$ cat src/rtl/if_id_pkg.sv
// Shared constants and state encodings for the fetch/decode pipeline register.
package if_id_pkg;
   localparam int          WIDTH   = 16;
   localparam logic [15:0] NOP_INS = 16'h0800;
   localparam logic [4:0]  HALT_OP = 5'b00000;

   typedef enum logic [1:0] {
      ST_RUN       = 2'b00,
      ST_HALT_PEND = 2'b01,
      ST_HALTED    = 2'b10
   } state_t;
endpackage

$ cat src/rtl/if_id_reg_dff_en.sv
// Load-enabled register with a synchronous active-high reset to a supplied value.
// Latency 1 cycle; holds its contents whenever en is low.
module dff_en #(
   parameter int W = 16
) (
   input  logic         clk,
   input  logic         rst,
   input  logic         en,
   input  logic [W-1:0] rst_val,
   input  logic [W-1:0] d,
   output logic [W-1:0] q
);
   always_ff @(posedge clk) begin
      if (rst)     q <= rst_val;
      else if (en) q <= d;
   end
endmodule

$ cat src/rtl/if_id_reg.sv
// IF/ID pipeline register: 1-cycle capture, holds on stall, bubbles on flush,
// and freezes fetch (halt_fetch) from registered state once a HALT is captured.
module if_id_reg
   import if_id_pkg::*;
#(
   parameter int          WIDTH    = if_id_pkg::WIDTH,
   parameter logic [15:0] NOP_INS  = if_id_pkg::NOP_INS,
   parameter logic [4:0]  HALT_OP  = if_id_pkg::HALT_OP
) (
   input  logic             clk,
   input  logic             rst,
   input  logic [WIDTH-1:0] ins_in,
   input  logic [WIDTH-1:0] PC_2_in,
   input  logic             valid_in,
   input  logic             stall,
   input  logic             flush,
   output logic [WIDTH-1:0] ins_out,
   output logic [WIDTH-1:0] PC_2_out,
   output logic             valid_out,
   output logic             halt_fetch,
   output logic [15:0]      stall_cnt
);
   localparam logic [WIDTH-1:0] NOP_W = WIDTH'(NOP_INS);

   logic [1:0]       state_q, state_d;
   logic [WIDTH-1:0] ins_d;
   logic             ins_en, pc_en, vld_d, vld_en, cnt_en;
   logic             is_halt;

   assign is_halt = valid_in && (ins_in[WIDTH-1 -: 5] == HALT_OP);

   always_comb begin
      state_d = state_q;
      ins_d   = ins_in;
      ins_en  = 1'b0;
      pc_en   = 1'b0;
      vld_d   = valid_in;
      vld_en  = 1'b0;
      // Flush and the unused encoding both collapse to a bubble in RUN, even under stall.
      if (flush || state_q == 2'b11) begin
         ins_d   = NOP_W;
         ins_en  = 1'b1;
         vld_d   = 1'b0;
         vld_en  = 1'b1;
         state_d = ST_RUN;
      end else if (!stall) begin
         case (state_q)
            ST_RUN: begin
               ins_en  = 1'b1;
               pc_en   = 1'b1;
               vld_en  = 1'b1;
               state_d = is_halt ? ST_HALT_PEND : ST_RUN;
            end
            ST_HALT_PEND: begin
               ins_d   = NOP_W;
               ins_en  = 1'b1;
               vld_d   = 1'b0;
               vld_en  = 1'b1;
               state_d = ST_HALTED;
            end
            default: state_d = state_q;
         endcase
      end
   end

   assign cnt_en     = stall && !flush && (stall_cnt != 16'hFFFF);
   assign halt_fetch = (state_q != ST_RUN);

   dff_en #(.W(WIDTH)) u_ins (
      .clk(clk), .rst(rst), .en(ins_en), .rst_val(NOP_W), .d(ins_d), .q(ins_out)
   );

   dff_en #(.W(WIDTH)) u_pc (
      .clk(clk), .rst(rst), .en(pc_en), .rst_val({WIDTH{1'b0}}), .d(PC_2_in), .q(PC_2_out)
   );

   dff_en #(.W(1)) u_vld (
      .clk(clk), .rst(rst), .en(vld_en), .rst_val(1'b0), .d(vld_d), .q(valid_out)
   );

   dff_en #(.W(2)) u_state (
      .clk(clk), .rst(rst), .en(1'b1), .rst_val(ST_RUN), .d(state_d), .q(state_q)
   );

   dff_en #(.W(16)) u_cnt (
      .clk(clk), .rst(rst), .en(cnt_en), .rst_val(16'h0000), .d(stall_cnt + 16'd1), .q(stall_cnt)
   );
endmodule

$ cat config.mk
export PLATFORM = sky130hd
export DESIGN_NAME = if_id_reg
export DESIGN_NICKNAME = d
export VERILOG_FILES = /design/src/rtl/if_id_pkg.sv /design/src/rtl/if_id_reg_dff_en.sv /design/src/rtl/if_id_reg.sv
export SDC_FILE = /design/constraint.sdc
export NUM_CORES = 1
export LEC_CHECK = 0
export BUFFER_PORTS_ARGS = -buffer_cell sky130_fd_sc_hd__buf_2
export CAP_MARGIN = 20
export CORE_ASPECT_RATIO = 1.1
export CORE_MARGIN = 2
export CORE_UTILIZATION = 45
export CTS_CLUSTER_DIAMETER = 150
export DETAILED_ROUTE_END_ITERATION = 10
export MAX_ROUTING_LAYER = met4
export PLACE_DENSITY_LB_ADDON = 0.12
export SLEW_MARGIN = 10
export SYNTH_ARGS = -nofsm -noshare
export SYNTH_HDL_FRONTEND = slang
export SYNTH_SLANG_ARGS = --single-unit
$ cat constraint.sdc
create_clock -name clk -period 5.3 [get_ports clk]
set_input_delay 1.59 -clock clk [delete_from_list [all_inputs] [get_ports clk]]
set_output_delay 1.59 -clock clk [all_outputs]
set_load 0.01 [all_outputs]
**After elaboration in Yosys (flattened, before gate mapping)**

Cells that the tools add are included.

- Add/subtract/negate cells: 1
- Equality and inequality tests: 3
- Mux-type cells: 14
- Bitwise logic cells: 1
- Reduce and logical (&&, ||, !) cells: 12

Operators by type and width:

| cell | count |
|---|---|
| 16-bit two-way mux | 3 |
| 16-bit by 1-bit adder with 16-bit output (second input constant) | 1 |
| 16-bit inequality test (second input constant) | 1 |
| 1-bit two-way mux | 10 |
| 5-bit zero test | 1 |
| 2-bit case mux with 2 select lines | 1 |
| 2-bit nonzero test | 2 |
| 2-bit OR reduction | 2 |
| 1-bit logical AND | 3 |
| 2-bit by 1-bit == test with 1-bit output (second input constant) | 1 |
| 2-bit == test (second input constant) | 1 |
| 2-bit zero test | 1 |
| 2-bit AND reduction | 1 |
| 1-bit zero test | 1 |
| 1-bit logical OR | 1 |
| 1-bit inverter | 1 |

- Flip-flop bits (word level): 51
- Output and inout port bits: 50
- Logic and storage cells: 36

**Depth between registers and ports, before layout**

Gate-level depths: netlist of run 1.

- Depth in word-level cells: 5
- Depth in mapped cells: 7
- Depth with buffers taken out: 5

**Cells and area by module**

Synthesis of run 1 repeated with hierarchy kept, for this count alone.

- Cell total of the unflattened synthesis: 187
- Area total of the unflattened synthesis: 2,816.5 sq um

Modules (own cells, without submodules):

| module | instances | cells an instance | area an instance (sq um) | seq. area each (sq um) |
|---|---|---|---|---|
| dff_en (u_cnt ...) | 3 | 35 | 732.0 | 480.5 |
| if_id_reg | 1 | 74 | 480.5 | 0.0 |
| dff_en (u_state) | 1 | 5 | 88.8 | 60.1 |
| dff_en (u_vld) | 1 | 3 | 51.3 | 30.0 |

**Worst setup path after synthesis of run 1**

Ideal clock, no wire load.

- Path type: input to register
- Start: input port stall
- End: register u_pc.q[10]
- Setup time: 0.132 ns
- Arrival: 2.675 ns
- Data required time: 5.168 ns
- Path slack: 2.493 ns
- Cell stages on the path: 7
- Path buffers: 3
- Cells stage by stage: or2_1 > buf_2 > or3_1 > clkbuf_1 > buf_2 > nand2_1 > a21oi_1

- Cells in the longest elaborated chain, start to end: 2

Ends and longest elaborated chain:

| item | line | RTL |
|---|---|---|
| from (decl) | if_id_reg.sv:15 | `input logic stall,` |
| 1-bit two-way mux | if_id_reg.sv:46 | `end else if (!stall) begin` |
| 1-bit two-way mux | if_id_reg.sv:40 | `if (flush \|\| state_q == 2'b11) begin` |
| to (signal assigned) | if_id_reg_dff_en.sv:14 | `if (rst) q <= rst_val;` |
| to (decl) | if_id_reg_dff_en.sv:11 | `output logic [W-1:0] q` |

No other way between the ends.
A chain may end at the register's enable or synchronous reset.

**Worst setup path in the final report of run 1**

- Start: register u_state.q[0]
- End: output port halt_fetch

- Cells in the longest elaborated chain, start to end: 1

Ends and longest elaborated chain:

| item | line | RTL |
|---|---|---|
| from (decl) | if_id_reg_dff_en.sv:11 |  |
| from (signal assigned) | if_id_reg_dff_en.sv:14 |  |
| 2-bit nonzero test | if_id_reg.sv:67 | `assign halt_fetch = (state_q != ST_RUN);` |
| to (decl) | if_id_reg.sv:20 | `output logic halt_fetch,` |

No other way between the ends.

==> results.yml, run 1 <==
clock_tree:
  post_cts_buffers: 0
  cts-root-buf: "clkbuf_8"
  clock_path_buffers: 2
  cts.sinks: 51
  cts_made_buffers: 5
  clkSlewWorstSetupHoldPaths_ns: 0.09
  cts_hold_buf: 0
  post_cts_resized: 0
  cts_tree: "built"
  insertion_delay_ns: 0.29
  htree_levels: 2
setup_path:
  cp-start-kind: "flip-flop"
  end_kind: "output port"
  critical_path_class: "flip-flop to output port"
  cp.required_ns: 3.71
  worstPathMaxFanout: 23
  worst_ep_arrival_time_ns: 1.38
yosys:
  yosysMostFrequentCell: "nand2_1"
  synth_area_sq_um: 2230
  yosysTopAreaCell: "dfxtp_1"
  synth.yosys.seq_area_share: 0.458
  ys_ff_latch: 51
  synth_nets: 302
  synthCells: 264
  synth_common_cells: "nand2_1 (53), dfxtp_1 (51), a21oi_1 (40)"
  yosys-top-cells-area: "dfxtp_1 (46%), a21oi_1 (9.0%), nand2_1 (8.9%)"
  syn_avg_cell_area_sq_um: 8.45
  ys_types: 44
  synthFlopType: "dfxtp_1"
  ys_warn_count: 0
  async_flop_share: 0
  synth_top_area_share: 0.458
  synth-edff-count: 0
sta:
  layout_min_cycle_time_ns: 2.97
  skew_ns: 0.00327
  tightest_slew_ns: 0.871
  rsz0062_at_grt: "false"
  finalSetupViolCount: 0
  hold_violations: 0
  final.setup.tns_ns: 0
  slew_headroom: 0.417
  max_freq_ghz: 0.337
  setup_ws_ns: 2.33
  fin_crit_sh: 0.560
  drv_slew: 0
pwr:
  seq_power_share: 0.553
  p_leak_nw: 1.21
  combPwrFrac: 0.093
  finalPower_uw: 722
  p_sw_frac: 0.223
  power_density_nw_per_um2: 260
  vdd_ir_drop_max_uv: 189
  pwr-share-clk: 0.354
  p_int_uw: 561
  power.switching_uw: 161
place:
  gp_congestion: 0.831
  dp.cells: 391
  placed_area_sq_um: 2660
  pre_cts_slack_ns: 1.92
  port_buffers: 86
  place_hpwl_mm: 3.72
routing:
  drt_iter0_markers: 87
  vias: 2102
  drt_pass1_iterations: 4
  met1_length_mm: 2.33
  remaining_drc_errors: 0
  highest_layer: "met4"
  ant_nets: 0
  wl_met3_microns: 252
  vias_per_cell: 5.27
  dr_wl_met2_mm: 2.56
  routed_wl_mm: 5.19
  wl_per_cell_microns: 13.0
final_layout:
  seq_area_sq_um: 1020
  fin_area_sq_um: 2770
  finalNonFillerCells: 399
  drive_gt1_frac: 0.315
  areaGrowthSynthToFinish_pct: 24.4
  layout.nets: 381
  insertedDiodeCount: 0
  multiInputGateArea_sq_um: 1120
  fillCellCount: 450
global_route:
  grt_pass1_wl_mm: 8.83
  grt.overflow.total: 0
  antenna_found_initial: 0
  grt_usage: 0.200
  grt_max_degree: 44
  grt_pass1_vias: 2007
worst_hold_path:
  worstHoldPathType: "flip-flop to flip-flop"
floorplan:
  initial_core_util: 0.473
  rows: 26
  die-area_sq_um: 5530
  core_area_sq_um: 4720
  die_w_microns: 71.1
  io_pins: 87
  die_y_microns: 77.8
run:
  drv_cap: 0
status:
  outcome: "finished clean"
critical path, stage by stage, from the launching register on:
cell,delay (ns)
dfxtp_1,0.74
or2_2,0.22
buf_2,0.12
power by group through the flow:
stage / Combinational, mW / Clock [mW] / Sequential, mW
after floorplan: 0.0310 / 0 / 0.413
after global placement: 0.0665 / 0 / 0.408
after detailed placement: 0.0669 / 0 / 0.408
after CTS: 0.0671 / 0.265 / 0.400
after global routing: 0.0748 / 0.281 / 0.401
final: 0.0669 / 0.256 / 0.399
final timing paths:
| kind | start | endpoint | slack [ns] | cells past startpoint |
|---|---|---|---|---|
| worst max-delay path | u_state.q[0]$_SDFFE_PP0P_ | halt_fetch | 2.33 | 2 |
| worst max register to register | u_cnt.q[0]$_SDFFE_PP0P_ | u_cnt.q[0]$_SDFFE_PP0P_ | 3.33 | 5 |
| worst min register to register | u_pc.q[6]$_SDFFE_PP0P_ | u_pc.q[6]$_SDFFE_PP0P_ | 0.45 | 2 |
| worst min-delay path | u_pc.q[6]$_SDFFE_PP0P_ | u_pc.q[6]$_SDFFE_PP0P_ | 0.45 | 2 |
registers in the layout, indices dropped and copies added (netlist names):
signal     count
u_ins.q       16
u_state.q      2
u_vld.q        1
u_cnt.q       16
u_pc.q        16
area by class of cell:
class                      instances  share of cell area
timing repair buffer              87               0.158
clock buffer                       6              0.0262
multi-input combinational        193               0.405
tap                               56              0.0253
inverter                           5             0.00677
sequential                        51               0.368
clock inverter                     1              0.0108
layout by cell type, fill, tap and decap left out, types with 2 or more instances in the layout:
cell,count
o31ai_1,2
nand3_1,4
a211o_1,2
nand4_1,2
nor4_1,3
clkbuf_8,5
and4_1,2
nand2_1,53
nor2_1,20
a22oi_1,2
a21oi_1,40
nor3_1,3
inv_1,5
a211oi_1,3
a311oi_1,2
nand2b_1,3
or2_1,2
or4_2,2
dfxtp_1,51
nand3b_1,14
a31oi_1,2
buf_2,86
nor2b_1,7
mux2_2,7
metrics by stage:
| step | hold slack, ns | utilization |
|---|---|---|
| after floorplan | 0.476 | - |
| after CTS | 0.457 | 0.586 |
| after detailed placement | 0.445 | 0.564 |
| final | 0.454 | 0.588 |
| after global routing | 0.476 | 0.588 |
| after global placement | 0.439 | 0.564 |
logic make-up (layout without fill, tap and decap cells):
kind of cell / Yosys count / in the layout / share of synthesized area
compound gates: 60 / 60 / 0.163
buf+inv: 20 / 99 / 0.0387
flops: 51 / 51 / 0.458
fa+ha+maj: 1 / 1 / 0.00561
mux: 8 / 8 / 0.0398
simple gates: 124 / 124 / 0.295
routing by layer:
metal  up-vias  global-route usage
met5         -                   -
li1       1078                   -
met4         0              0.0453
met1       968               0.234
met2        50               0.345
met3         6              0.0494
Note: power is estimated with default switching activity, not from simulation.
==> inputs of run 2 (changes only) <==
Settings changed: ABC_AREA set to 1, CORE_UTILIZATION 45 to 44.
Clock period 5.3 ns to 2.7 ns, I/O delays scaled along.
==> run 2 against run 1 <==
  * Clock skew up 0.0037 ns
  * Worst hold slack better by 0.0069 ns
  * Sequential share of layout area down 0.94 points
  * First-iteration DRC count up 80%
  * Flip-flop and latch count unchanged
  * Non-clock buffer count up 3
  * Total power up 98%
  * Largest cell class unchanged
==> results.yml, run 2 <==
setup_path:
  worstPathCellList: "inv_1 > nand2_1 > buf_2"
  critical_path_class: "flip-flop to output port"
  cp-start-kind: "flip-flop"
  crit_buf_inv: 2
  worst_ep_arrival_time_ns: 0.99
  cp.required_ns: 1.89
  cpLargestDelayFamily: "flip-flops"
  end_kind: "output port"
  max_stage_delay_ns: 0.38
  worstPathMaxFanout: 4
  slowest_stage: "dfxtp_1"
yosys:
  synthFlopType: "dfxtp_1"
  synth-edff-count: 0
  ys_types: 20
  synth_top_area_share: 0.448
  ys_warn_count: 0
  ys_ff_latch: 51
  syn_avg_cell_area_sq_um: 6.86
  yosysMostFrequentCell: "nand2_1"
  async_flop_share: 0
  synth_common_cells: "nand2_1 (103), dfxtp_1 (51), nor2_1 (44)"
  synthCells: 332
  synth.yosys.seq_area_share: 0.448
  synth_area_sq_um: 2280
  synth_nets: 370
  yosysTopAreaCell: "dfxtp_1"
  yosys-top-cells-area: "dfxtp_1 (45%), nand2_1 (17%), a21oi_1 (8.8%)"
clock_tree:
  cts_hold_buf: 0
  post_cts_buffers: 0
  htree_levels: 2
  insertion_delay_ns: 0.30
  post_cts_resized: 0
  clock_path_buffers: 2
  cts-root-buf: "clkbuf_8"
  cts_made_buffers: 5
  cts_tree: "built"
  cts.sinks: 51
  clkSlewWorstSetupHoldPaths_ns: 0.09
status:
  outcome: "finished clean"
final_layout:
  areaGrowthSynthToFinish_pct: 24.9
  multiInputGateArea_sq_um: 1100
  drive_gt1_frac: 0.273
  layout.nets: 455
  reg_top3: "u_cnt.q (16), u_ins.q (16), u_pc.q (16)"
  layout_commonest_cell: "nand2_1"
  final_cell_mix: "nand2_1 (103), buf_2 (86), dfxtp_1 (51)"
  postLayoutCoreUtil: 0.569
  insertedDiodeCount: 0
  seq_area_sq_um: 1020
  finalNonFillerCells: 476
  fillCellCount: 521
sta:
  layout_min_cycle_time_ns: 1.80
  finalSetupViolCount: 0
  fin_crit_sh: 0.665
  rsz0062_at_grt: "false"
  whs_ns: 0.460
  tightest_slew_ns: 0.501
  slew_headroom: 0.665
  drv_slew: 0
  final.setup.tns_ns: 0
  skew_ns: 0.00693
  hold_violations: 0
  max_freq_ghz: 0.557
pwr:
  power_density_nw_per_um2: 502
  p_leak_nw: 1.35
  vdd_ir_drop_max_uv: 340
floorplan:
  die-area_sq_um: 5770
  rows: 27
  die_w_microns: 72.6
  core_area_sq_um: 5000
  io_pins: 87
  initial_core_util: 0.455
  die_y_microns: 79.5
global_route:
  grt_pass1_wl_mm: 9.17
  grt_pass1_vias: 2130
  grt.overflow.total: 0
  grt_max_degree: 24
  grt_usage: 0.199
  antenna_found_initial: 0
routing:
  ant_nets: 0
  drt_pass1_iterations: 4
  drt_iter0_markers: 157
  vias: 2330
  vias_per_cell: 4.89
  routed_wl_mm: 5.47
  wl_per_cell_microns: 11.5
  remaining_drc_errors: 0
place:
  gp_congestion: 0.841
  port_buffers: 86
  place_hpwl_mm: 4.05
  dp.cells: 468
worst_hold_path:
  worstHoldPathType: "flip-flop to flip-flop"
run:
  drv_cap: 0
run 2: cell count changes after synthesis, moves of 5 or more:
cell	delta
nand3b_1	-14
nand3_1	+26
nor2_1	+24
nor2b_1	-7
nand2_2	+5
inv_2	+5
nand2_1	+50
mux2_2	-7
inv_1	+16
run 2: logic make-up after synthesis:
group	share of synthesized area
buffers and inverters	0.0692
AND/OR/NAND/NOR	0.369
AO/OA/AOI/OAI	0.0967
XOR/XNOR	0.0115
adder cells (fa/ha/maj)	0.00549
flip-flops	0.448
run 2: worst paths after layout:
check                                                from                  endpoint  slack (ns)  depth (start not counted)
worst max register to register    u_cnt.q[0]$_SDFFE_PP0P_  u_cnt.q[13]$_SDFFE_PP0P_        1.09                          8
worst min register to register     u_pc.q[5]$_SDFFE_PP0P_    u_pc.q[5]$_SDFFE_PP0P_        0.46                          2
worst min-delay path               u_pc.q[5]$_SDFFE_PP0P_    u_pc.q[5]$_SDFFE_PP0P_        0.46                          2
worst max-delay path            u_state.q[0]$_SDFFE_PP0P_                halt_fetch        0.90                          3
run 2: layout make-up:
class | instances | area share
Clock buffer | 7 | 0.0303
Sequential cell | 51 | 0.359
Timing Repair Buffer | 90 | 0.162
Clock inverter | 1 | 0.00308
Inverter | 26 | 0.0343
Tap cell | 58 | 0.0255
Multi-Input combinational cell | 243 | 0.386
run 2: report_power, final:
group          internal, mW  total [mW]  switching [mW]
logic                0.0699       0.171           0.101
clock network         0.211       0.459           0.248
registers             0.779       0.797          0.0183
total                  1.06        1.43           0.368
run 2: metrics by stage:
stage | power, mW | area [sq um] | setup WS [ns]
6_report | 1.43 | 2850 | 0.905
5_1_grt | 1.50 | 2850 | 0.824
4_1_cts | 1.45 | 2850 | 0.897
3_5_place_dp | 0.988 | 2750 | 0.709
3_3_place_gp | 0.984 | 2750 | 0.785
2_1_floorplan | 0.911 | 2280 | 1.05
run 2: tightest hold or removal path, stage by stage, from the launching register on:
cell,delay [ns]
dfxtp_1,0.32
nand2_1,0.06
a21oi_1,0.05
run 2: routing by layer:
layer | share of wire | wire (microns) | track usage
met5 | 0 | 0 | -
met4 | 0.0077 | 42 | 0.0444
met3 | 0.052 | 283 | 0.0391
met2 | 0.49 | 2650 | 0.335
met1 | 0.45 | 2490 | 0.247
==> inputs of run 3 (changes only) <==
Settings changed: CORE_UTILIZATION 44 to 45.
Clock period 2.7 ns to 1.75 ns, I/O delays scaled along.
==> run 3 against run 2 <==
  * Final area rose by 1.2%
  * Clock-buffer cell count rose by 1
  * First-iteration DRC count fell by 48%
  * Die area fell by 2.1%
  * Routed wire length rose by 0.33%
  * Core utilization rose by 1.5 points
  * Sequential power rose by 54%
  * Critical path depth rose by 5
==> results.yml, run 3 (synthesis gave the netlist of run 2 again) <==
sta:
  final.setup.tns_ns: 0
  layout_min_cycle_time_ns: 1.57
  max_freq_ghz: 0.638
  rsz0062_at_grt: "false"
  tightest_slew_ns: 0.499
  fin_crit_sh: 0.896
  whs_ns: 0.449
  hold_violations: 0
  finalSetupViolCount: 0
  drv_slew: 0
  skew_ns: 0.00926
  slew_headroom: 0.667
final_layout:
  reg_top3: "u_cnt.q (16), u_ins.q (16), u_pc.q (16)"
  insertedDiodeCount: 0
  final_cell_mix: "nand2_1 (103), buf_2 (86), dfxtp_1 (51)"
  drive_gt1_frac: 0.280
  fillCellCount: 484
  areaGrowthSynthToFinish_pct: 26.5
  fin_area_sq_um: 2880
  multiInputGateArea_sq_um: 1100
  seq_area_sq_um: 1020
  layout_commonest_cell: "nand2_1"
  layout.nets: 459
setup_path:
  cp.required_ns: 1.95
  cp-start-kind: "flip-flop"
  reg2reg_slack_ns: 0.18
  r2r_start: "u_cnt.q[1]$_SDFFE_PP0P_"
  cp-startpoint: "u_cnt.q[1]$_SDFFE_PP0P_"
  worstPathMaxFanout: 14
  worstPathCellList: "ha_1 > nand2_2 > nor2_4 > nand4_4 > nand2_2 > nand2_1 > nand2_1 > nor2_1"
  crit_path_end: "u_cnt.q[10]$_SDFFE_PP0P_"
  max_stage_delay_ns: 0.39
  end_kind: "flip-flop"
  critical_path_class: "flip-flop to flip-flop"
  r2r_cells: 8
  cpLargestDelayFamily: "simple AND/OR/NAND/NOR gates"
  crit_buf_inv: 0
  critical_path_depth: 8
  worst_r2r_endpoint: "u_cnt.q[10]$_SDFFE_PP0P_"
  slowest_stage: "dfxtp_1"
  worst_ep_arrival_time_ns: 1.77
routing:
  wl_per_cell_microns: 11.4
  remaining_drc_errors: 0
  drt_pass1_iterations: 4
  vias_per_cell: 4.89
  routed_wl_mm: 5.48
  ant_nets: 0
  vias: 2347
  drt_iter0_markers: 82
floorplan:
  initial_core_util: 0.462
  die-area_sq_um: 5650
  rows: 27
  io_pins: 87
  die_y_microns: 78.6
  die_w_microns: 71.8
  core_area_sq_um: 4930
clock_tree:
  clkSlewWorstSetupHoldPaths_ns: 0.09
  cts-root-buf: "clkbuf_8"
  htree_levels: 2
  cts_made_buffers: 5
  cts_hold_buf: 0
  post_cts_resized: 0
  cts.sinks: 51
  clock_path_buffers: 2
  post_cts_buffers: 0
  cts_tree: "built"
  insertion_delay_ns: 0.30
global_route:
  grt.overflow.total: 0
  grt_pass1_wl_mm: 9.11
  grt_usage: 0.206
  grt_max_degree: 19
  grt_pass1_vias: 2153
  antenna_found_initial: 0
pwr:
  combPwrFrac: 0.122
  power.switching_uw: 558
  p_leak_nw: 1.37
  p_int_mw: 1.68
  seq_power_share: 0.550
  vdd_ir_drop_max_uv: 559
  finalPower_mw: 2.24
  p_sw_frac: 0.250
  power_density_nw_per_um2: 776
  pwr-share-clk: 0.328
place:
  place_hpwl_mm: 4.03
  gp_congestion: 0.939
  port_buffers: 86
  placed_area_sq_um: 2780
status:
  outcome: "finished clean"
run:
  drv_cap: 0
worst_hold_path:
  min-delay-start: "rst"
  worstHoldPathType: "input pin to flip-flop"
[run 3: routing by layer]
| layer | up-vias | global-route usage | wire (microns) |
|---|---|---|---|
| met4 | 0 | 0.0830 | 66 |
| met1 | 1039 | 0.238 | 2400 |
| met3 | 7 | 0.0359 | 261 |
| met5 | - | - | 0 |
| met2 | 69 | 0.351 | 2750 |
| li1 | 1232 | - | - |
[run 3: how the worst min path moves through the flow]
| stage | end | cells after the start | slack [ns] |
|---|---|---|---|
| CTS | u_cnt.q[3]$_SDFFE_PP0P_ | 2 | 0.44 |
| global placement | u_pc.q[6]$_SDFFE_PP0P_ | 2 | 0.45 |
| floorplan | u_state.q[1]$_SDFFE_PP0P_ | 2 | 0.46 |
| detailed placement | u_pc.q[12]$_SDFFE_PP0P_ | 2 | 0.45 |
| finish | u_cnt.q[3]$_SDFFE_PP0P_ | 2 | 0.45 |
| global route | u_cnt.q[3]$_SDFFE_PP0P_ | 2 | 0.45 |
[run 3: area by class of cell]
class | count | share of cell area
Tap cell | 58 | 0.0252
Multi-Input combinational cell | 243 | 0.381
Clock buffer | 8 | 0.0348
Inverter | 26 | 0.0339
Sequential cell | 51 | 0.354
Timing Repair Buffer | 94 | 0.170
[run 3: worst reg2reg max path: stages (launching register included)]
cell and delay (ns):
dfxtp_1 0.39, ha_1 0.24, nand2_2 0.08, nor2_4 0.13
nand4_4 0.24, nand2_2 0.22, nand2_1 0.07, nand2_1 0.06
nor2_1 0.04
[run 3: power by group through the flow]
stage / logic, mW / clock network (mW) / registers (mW)
6_report: 0.272 / 0.733 / 1.23
5_1_grt: 0.305 / 0.803 / 1.24
4_1_cts: 0.274 / 0.765 / 1.23
3_5_place_dp: 0.272 / 0 / 1.26
3_3_place_gp: 0.270 / 0 / 1.26
2_1_floorplan: 0.131 / 0 / 1.28
[run 3: metrics by stage]
stage	utilization	std cells	worst slack, ns
2_1_floorplan	-	332	0.311
3_3_place_gp	0.564	472	0.155
3_5_place_dp	0.564	472	0.164
4_1_cts	0.584	480	0.178
5_1_grt	0.584	480	0.0121
6_report	0.584	480	0.181
